[src/rtl/coh_resp_port.sv]
// coh_resp_port: responder end of the DMA coherence-master protocol.
// Serialises requester ownership pulses by fixed priority into cache
// snoops and returns each MESI answer as a one-cycle grant pulse.
// Ports:
//   clk, rst          clock, synchronous active-high reset
//   up_lock[NPORT]    requester i keeps ownership while high
//   up_rqst/trsc/addr per-port request pulse (id), code, block address
//   up_resp/up_mesi   per-port one-cycle grant echo and MESI answer
//   dn_lock           busy or owned
//   dn_rqst/trsc/addr snoop pulse (RID) and held snoop payload
//   dn_resp/dn_mesi   cache answer (dn_resp==RID) and MESI state
//   err               sticky protocol-violation flag
module coh_resp_port #(
  parameter int         NPORT = 2,
  parameter logic [7:0] RID   = 8'd8,
  parameter int         TMO   = 64
) (
  input  logic                  clk,
  input  logic                  rst,
  input  logic [NPORT-1:0]      up_lock,
  input  logic [8*NPORT-1:0]    up_rqst,
  input  logic [8*NPORT-1:0]    up_trsc,
  input  logic [64*NPORT-1:0]   up_addr,
  output logic [8*NPORT-1:0]    up_resp,
  output logic [8*NPORT-1:0]    up_mesi,
  output logic                  dn_lock,
  output logic [7:0]            dn_rqst,
  output logic [7:0]            dn_trsc,
  output logic [63:0]           dn_addr,
  input  logic [7:0]            dn_resp,
  input  logic [7:0]            dn_mesi,
  output logic                  err
);

  localparam int SW = (NPORT > 1) ? $clog2(NPORT) : 1;
  localparam int CW = $clog2(TMO);

  typedef enum logic [1:0] {
    IDLE,
    ISSUE,
    WAIT,
    RESP
  } st_t;

  st_t st;
  st_t st_nx;

  logic [SW-1:0]    sel;
  logic [SW-1:0]    pick;
  logic [CW-1:0]    cnt;
  logic [7:0]       mesi_q;
  logic             own_v;
  logic [SW-1:0]    own_p;
  logic             hit;

  logic [NPORT-1:0] full;
  logic [NPORT-1:0] nw;
  logic [NPORT-1:0] fr;
  logic [NPORT-1:0] drop;
  logic [NPORT-1:0] elig;

  logic [7:0]       s_id   [NPORT];
  logic [7:0]       s_trsc [NPORT];
  logic [63:0]      s_addr [NPORT];

  // RID is nonzero, so an idle (zero) dn_resp never matches.
  assign hit = (dn_resp == RID);

  // fr: slot being released this cycle; a pulse on it may refill it.
  always_comb begin
    nw   = '0;
    fr   = '0;
    drop = '0;
    elig = '0;
    pick = '0;
    for (int i = 0; i < NPORT; i++) begin
      nw[i]   = |up_rqst[i*8 +: 8];
      fr[i]   = (st == RESP) && (sel == SW'(i));
      drop[i] = nw[i] && full[i] && !fr[i];
      elig[i] = full[i] &&
                (!own_v || (own_p == SW'(i)));
    end
    for (int i = NPORT - 1; i >= 0; i--) begin
      if (elig[i]) pick = SW'(i);
    end
  end

  always_ff @(posedge clk) begin
    if (rst) st <= IDLE;
    else     st <= st_nx;
  end

  always_comb begin
    st_nx = st;
    unique case (st)
      IDLE:  if (|elig) st_nx = ISSUE;
      ISSUE: st_nx = hit ? RESP : WAIT;
      WAIT: begin
        if (hit)
          st_nx = RESP;
        else if (cnt == CW'(TMO - 1))
          st_nx = ISSUE;
      end
      RESP:  st_nx = IDLE;
    endcase
  end

  always_comb begin
    up_resp = '0;
    up_mesi = '0;
    dn_rqst = '0;
    dn_trsc = '0;
    dn_addr = '0;
    unique case (st)
      IDLE: ;
      ISSUE: begin
        dn_rqst = RID;
        dn_trsc = s_trsc[sel];
        dn_addr = s_addr[sel];
      end
      WAIT: begin
        dn_trsc = s_trsc[sel];
        dn_addr = s_addr[sel];
      end
      RESP: begin
        for (int i = 0; i < NPORT; i++) begin
          if (sel == SW'(i)) begin
            up_resp[i*8 +: 8] = s_id[i];
            up_mesi[i*8 +: 8] = mesi_q;
          end
        end
      end
    endcase
  end

  assign dn_lock = (|full) || own_v || (st != IDLE);

  always_ff @(posedge clk) begin
    if (rst) begin
      sel    <= '0;
      cnt    <= '0;
      mesi_q <= '0;
      own_v  <= 1'b0;
      own_p  <= '0;
      err    <= 1'b0;
      full   <= '0;
      for (int i = 0; i < NPORT; i++) begin
        s_id[i]   <= '0;
        s_trsc[i] <= '0;
        s_addr[i] <= '0;
      end
    end else begin
      if (st == IDLE && |elig)
        sel <= pick;

      if (st == ISSUE)
        cnt <= '0;
      else if (st == WAIT)
        cnt <= cnt + CW'(1);

      if ((st == ISSUE || st == WAIT) && hit)
        mesi_q <= dn_mesi;

      // A fresh grant to a locked port wins over the lock-drop clear.
      if (st == RESP && up_lock[sel]) begin
        own_v <= 1'b1;
        own_p <= sel;
      end else if (own_v && !up_lock[own_p]) begin
        own_v <= 1'b0;
      end

      if (|drop)
        err <= 1'b1;

      for (int i = 0; i < NPORT; i++) begin
        if (nw[i] && !drop[i]) begin
          full[i]   <= 1'b1;
          s_id[i]   <= up_rqst[i*8 +: 8];
          s_trsc[i] <= up_trsc[i*8 +: 8];
          s_addr[i] <= up_addr[i*64 +: 64];
        end else if (fr[i]) begin
          full[i] <= 1'b0;
        end
      end
    end
  end

endmodule

[config.mk]
export PLATFORM = sky130hd
export DESIGN_NAME = coh_resp_port
export DESIGN_NICKNAME = d
export VERILOG_FILES = /design/src/rtl/coh_resp_port.sv
export SDC_FILE = /design/constraint.sdc
export NUM_CORES = 1
export LEC_CHECK = 0
export BUFFER_PORTS_ARGS = -buffer_cell sky130_fd_sc_hd__buf_2
export CAP_MARGIN = 20
export CORE_UTILIZATION = 50
export DETAILED_ROUTE_END_ITERATION = 6
export PLACE_DENSITY_LB_ADDON = 0.12
export SLEW_MARGIN = 30
export SYNTH_ARGS = -nofsm -noshare
export SYNTH_HDL_FRONTEND = slang
export SYNTH_SLANG_ARGS = --single-unit
[constraint.sdc]
create_clock -name clk -period 4.3 [get_ports clk]
set_input_delay 0.86 -clock clk [delete_from_list [all_inputs] [get_ports clk]]
set_output_delay 0.86 -clock clk [all_outputs]
set_load 0.1 [all_outputs]
== Word-level counts from Yosys, hierarchy flattened ==
Memories as Yosys holds them, arrays and structs flattened. A register that Yosys moved wholly into a read port is not among the register bits.
Cells that the tools add are included.

* Register bits after elaboration: 22
* Memory bits (writable): 160
* Input bits: 180
* Logic and storage cells: 112
* Memories: 3

* Add/sub/neg operators: 1
* Magnitude comparators: 2
* Equality and inequality tests: 7
* Muxes and demuxes: 44
* Bitwise operators: 8
* Reductions and logical operators: 38

{| class="wikitable"
|+ Memories
! name !! depth !! bits a word !! read ports !! clocked after memory_dff !! wr ports !! RTL line !! text
|-
| s_addr || 2 || 64 || 1 || 1 || 2 || 64 || <nowiki>logic [63:0] s_addr [NPORT];</nowiki>
|-
| s_id || 2 || 8 || 2 || 0 || 2 || 62 || <nowiki>logic [7:0] s_id [NPORT];</nowiki>
|-
| s_trsc || 2 || 8 || 1 || 1 || 2 || 63 || <nowiki>logic [7:0] s_trsc [NPORT];</nowiki>
|}

{| class="wikitable"
|+ Operator list
! kind !! count
|-
| 2-to-1 mux 64 bit || 3
|-
| 2-to-1 mux 8 bit || 9
|-
| 2-to-1 mux 16 bit || 2
|-
| 2-to-1 mux 1 bit || 25
|-
| OR reduction 8 bit || 2
|-
| logical AND 1 bit || 14
|-
| OR reduction 2 bit || 5
|-
| equality test 8 x 4 -> 1 bit, second input constant || 1
|-
| case mux 2 bit (4 select lines) || 1
|-
| nonzero test 2 bit || 4
|-
| adder 6 x 1 -> 6 bit, second input constant || 1
|-
| equality test 6 bit, second input constant || 1
|-
| zero test 1 bit || 6
|-
| 2-to-1 mux 2 bit || 3
|-
| bitwise OR 1 bit || 6
|-
| logical OR 1 bit || 5
|-
| equality test 2 bit, second input constant || 2
|-
| less-than comparator 1 x 2 -> 1 bit, second input constant || 2
|-
| 2-to-1 mux 4 bit || 1
|-
| != test 3 bit, second input constant || 1
|-
| equality test 2 x 1 -> 1 bit, second input constant || 1
|-
| zero test 2 bit || 1
|-
| != test 2 bit, second input constant || 1
|-
| inverter 1 bit || 2
|-
| AND reduction 2 bit || 1
|}

== Longest topological paths before layout ==
* Depth after elaboration: 10
* Mapped depth: 7
* Mapped depth without buffers: 6

== Worst setup path after synthesis ==
No wires, ideal clock.

* Path kind: flip-flop to output port
* Start: register st[0]
* End: output port dn_addr[63]
* Arrival time: 2.644 ns
* Setup slack: 0.796 ns
* Cell stages (with the launch flop): 6
* Buffers on the path: 2
* Path through: dfxtp_1 inv_1 ha_1 clkbuf_1 clkbuf_1 nor2b_1

* Word-level cells in the longest chain between the ends: 3
* Elaborated cells between the ends (all ways): 4
* Classes of those cells: eq/ne: 2; mux: 1; reduce/logical: 1

{| class="wikitable"
|+ RTL lines
! element !! RTL line !! text
|-
| from (decl) || 45 || <nowiki>st_t st;</nowiki>
|-
| from (signal assigned) || 90 || <nowiki>else st <= st_nx;</nowiki>
|-
| equality test 2 x 1 -> 1 bit or equality test 2 bit (tied branches) || 114 || <nowiki>unique case (st)</nowiki>
|-
| OR reduction 2 bit (no source line) * || - ||
|-
| 2-to-1 mux 64 bit * || - ||
|-
| to (decl) || 29 || <nowiki>output logic [63:0] dn_addr,</nowiki>
|}

Every way passes the cells marked *; elsewhere a longest branch is shown, timed or not.

== Final worst setup path ==
* Start: register st[1]
* End: output port dn_trsc[3]

* Word-level cells in the longest chain between the ends: 3
* Elaborated cells between the ends (all ways): 4
* Classes of those cells: eq/ne: 2; mux: 1; reduce/logical: 1

{| class="wikitable"
|+ RTL lines
! element !! RTL line !! text
|-
| equality test 2 x 1 -> 1 bit or equality test 2 bit (tied branches) || 114 ||
|-
| OR reduction 2 bit (no source line) * || - ||
|-
| 2-to-1 mux 8 bit * || - ||
|-
| to (decl) || 28 || <nowiki>output logic [7:0] dn_trsc,</nowiki>
|}

Marked as above.

==> metrics.csv <==
stage;metric;value;unit
outcome;status;finished clean;
global_routing;busiest_layer;met2;
routing;drtIter0Drc;210;
timing;finalCritPeriodShare;0.836;
layout;register_area;5270;um^2
setup_path;start_kind;flop;
clocking;path_clk_slew;60;ps
setup_path;crit_buf_inv;3;
yosys;synthCells;682;
layout;drive_gt1_frac;0.346;
clocking;cts_resized;0;
worst_hold_path;whs_endpoint;mesi_q[0];
global_routing;met2_usage;0.368;
routing;drtPass1Iterations;4;
setup_path;r2r-start;st[0];
power;seqPwrFrac;0.319;
die;coreArea;16700;um^2
worst_hold_path;hold_class;flop to flop;
power;combPwrFrac;0.461;
yosys;yosysUniqueCellTypes;40;
die;die-area;17700;um^2
setup_path;cp_slowest_cell;ha_2;
layout;multi_input_area;3090;um^2
timing;final_hold_viol_count;0;
setup_path;path_cells;inv_1, ha_2, buf_12, nor2b_1, buf_2;
power;power_density;646;nW/um^2
timing;tns;0;ps
power;p_clk_frac;0.220;
placed_design;postPlaceCellArea;10200;um^2
routing;wl_per_cell;15.6;um
setup_path;critPathMaxStageDelay;770;ps
timing;rsz0062_at_grt;false;
die;initial_core_util;0.515;
yosys;yosysWarnings;0;
routing;vias;5849;
timing;fin_ws;703;ps
routing;ant_nets;0;
power;sw_frac_of_total;0.464;
placed_design;dp.final_hpwl;12600;um
yosys;seq_area_frac_synth;0.612;
yosys;yosysTopAreaCell;edfxtp_1;
timing;period_needed;3600;ps
timing;relSlewSlack;0.461;
die;row_count;47;
setup_path;rr_worst_depth;7;
yosys;ys_ff_latch;183;
layout;antennaDiodeCount;0;
global_routing;grt_pass1_vias;5651;
layout;syn_to_final_growth;25.5;%
clocking;cts_buffer_depth;2;
routing;drc;0;
power;ir_drop;0.445;mV
setup_path;cp_max_fo;45;
global_routing;grt_max_degree;56;
power;p_leak;0.00455;uW
clocking;clk_latency;420;ps
clocking;cts_setup_buffers;0;
clocking;cts_tree;built;
placed_design;dp_slack;1070;ps
clocking;clkSinkCount;183;
worst_hold_path;hold_start;mesi_q[0];
global_routing;antenna_found_initial;1;
yosys;synth_top_area_frac;0.559;
worst_hold_path;holdPathStages;2;
global_routing;grtUsageMet3;0.0556;
yosys;avgSynthCellArea;12.6;um^2
setup_path;reg2reg_to;s_addr[1][48];
layout;fin_nets;1138;
run;maxCapViolCount;0;
timing;drv_slew;0;
routing;drt_wl_total;18500;um
layout;final_cell_mix;buf_2 (286), nor2b_1 (233), edfxtp_1 (160);
setup_path;required;3440;ps
global_routing;grt_pass1_wl;28800;um
yosys;netlist_top_cells_area;edfxtp_1 (56%), nor2b_1 (17%), mux2i_1 (8.5%);
placed_design;gp_congestion;0.777;
yosys;syn_area;8600;um^2
routing;routed_via_density;4.94;
setup_path;reg2reg_slack;1660;ps
layout;fin_area;10800;um^2
timing;setup_viol;0;
setup_path;critPathCaptureType;primary output;
global_routing;met1_usage;0.259;
die;die_w;133;um
yosys;ys.flop_type;edfxtp_1;
yosys;async_reset_ff_frac;0;
timing;skew;7.04;ps
timing;worst_slew_pin_slew;808;ps
global_routing;grt_usage;0.214;
clocking;cts.hold.buffers_added;0;
power;power.switching;3230;uW
setup_path;critPathArrivalTime;2740;ps
clocking;cts_made_buffers;17;
global_routing;grt_overflow;0;
power;p_int;3740;uW
die;die_y;133;um
layout;fill_cells;1368;
setup_path;crit_family;buffers and inverters;
die;io_pins;294;
clocking;cts-root-buf;clkbuf_16;
yosys;synth-edff-count;160;
setup_path;path_class;flop to primary output;
clocking;cts.htree.levels;4;
layout;layout_commonest_cell;buf_2;
timing;fmax;278;MHz
placed_design;io_buffers;286;
-- synthesized netlist by cell type, types with 3 or more instances --
cell      number
nor2b_1      234
edfxtp_1     160
mux2i_1       73
dfxtp_1       23
nand2_1       22
clkbuf_1      19
buf_4         18
and2_1        17
and3_1        16
buf_2         14
nand3_1       12
a21oi_1       11
nor2_1        10
ha_1           6
a31oi_1        5
inv_1          5
nand2b_1       3
nor4_1         3
xor2_1         3
-- metrics by stage --
step | util | power [uW] | hold slack, ps | cells
6_report | 0.646 | 6970 | 464 | 1183
3_3_place_gp | 0.612 | 5490 | 451 | 1153
2_1_floorplan | - | 4930 | 440 | 688
3_5_place_dp | 0.612 | 5500 | 458 | 1153
5_1_grt | 0.646 | 7230 | 494 | 1183
4_1_cts | 0.646 | 7030 | 467 | 1183
-- metal layers --
metal,vias up,part of all wire
li1,2878,-
met1,2737,0.42
met2,208,0.49
met3,24,0.071
met4,2,0.015
met5,-,0.00070
-- cell type report --
type                       count  area share
clock buffer                  22      0.0411
clock inverter                 8      0.0117
inverter                       5     0.00174
multi-input combinational    449       0.286
sequential                   183       0.488
tap                          220      0.0255
timing repair buffer         296       0.145
-- kinds of logic (layout without fill, tap and decap cells) --
logic type | after synthesis | after routing | share of synthesized area
buffers and inverters | 56 | 331 | 0.0343
flip-flops | 183 | 183 | 0.612
multiplexers | 75 | 75 | 0.0876
AO/OA/AOI/OAI | 30 | 30 | 0.0234
other | 1 | 7 | 0.000436
AND/OR/NAND/NOR | 327 | 327 | 0.229
adder cells (fa/ha/maj) | 6 | 6 | 0.00873
XOR/XNOR | 4 | 4 | 0.00408
-- power by group through the flow --
| stage | sequential [uW] | combinational (uW) | clock, uW |
|---|---|---|---|
| 6_report | 2230 | 3210 | 1530 |
| 3_5_place_dp | 2270 | 3240 | 0 |
| 3_3_place_gp | 2260 | 3230 | 0 |
| 4_1_cts | 2230 | 3250 | 1560 |
| 5_1_grt | 2240 | 3360 | 1620 |
| 2_1_floorplan | 2230 | 2710 | 0 |
-- tightest hold or removal path, stage by stage (launching register included) --
cell	delay, ps
dfxtp_1	310
nand2_1	50
a21oi_1	50
-- worst max-delay path by stage --
stage | cells past startpoint | slack, ps | startpoint | to
after floorplan | 5 | 800 | st[0] | dn_addr[63]
after global placement | 5 | 1090 | st[1] | dn_trsc[3]
after CTS | 5 | 590 | st[1] | dn_trsc[3]
final | 5 | 700 | st[1] | dn_trsc[3]
after detailed placement | 5 | 1070 | st[1] | dn_trsc[3]
after global routing | 5 | 500 | st[1] | dn_trsc[3]
-- registers in the layout, indices dropped and copies added, names as in the netlist, named ones only --
signal,count
s_addr,128
s_id,16
s_trsc,16
mesi_q,8
cnt,6
full,2
st,2
err,1
own_p,1
own_v,1
sel,1
Power figures use the tool's default switching activity.
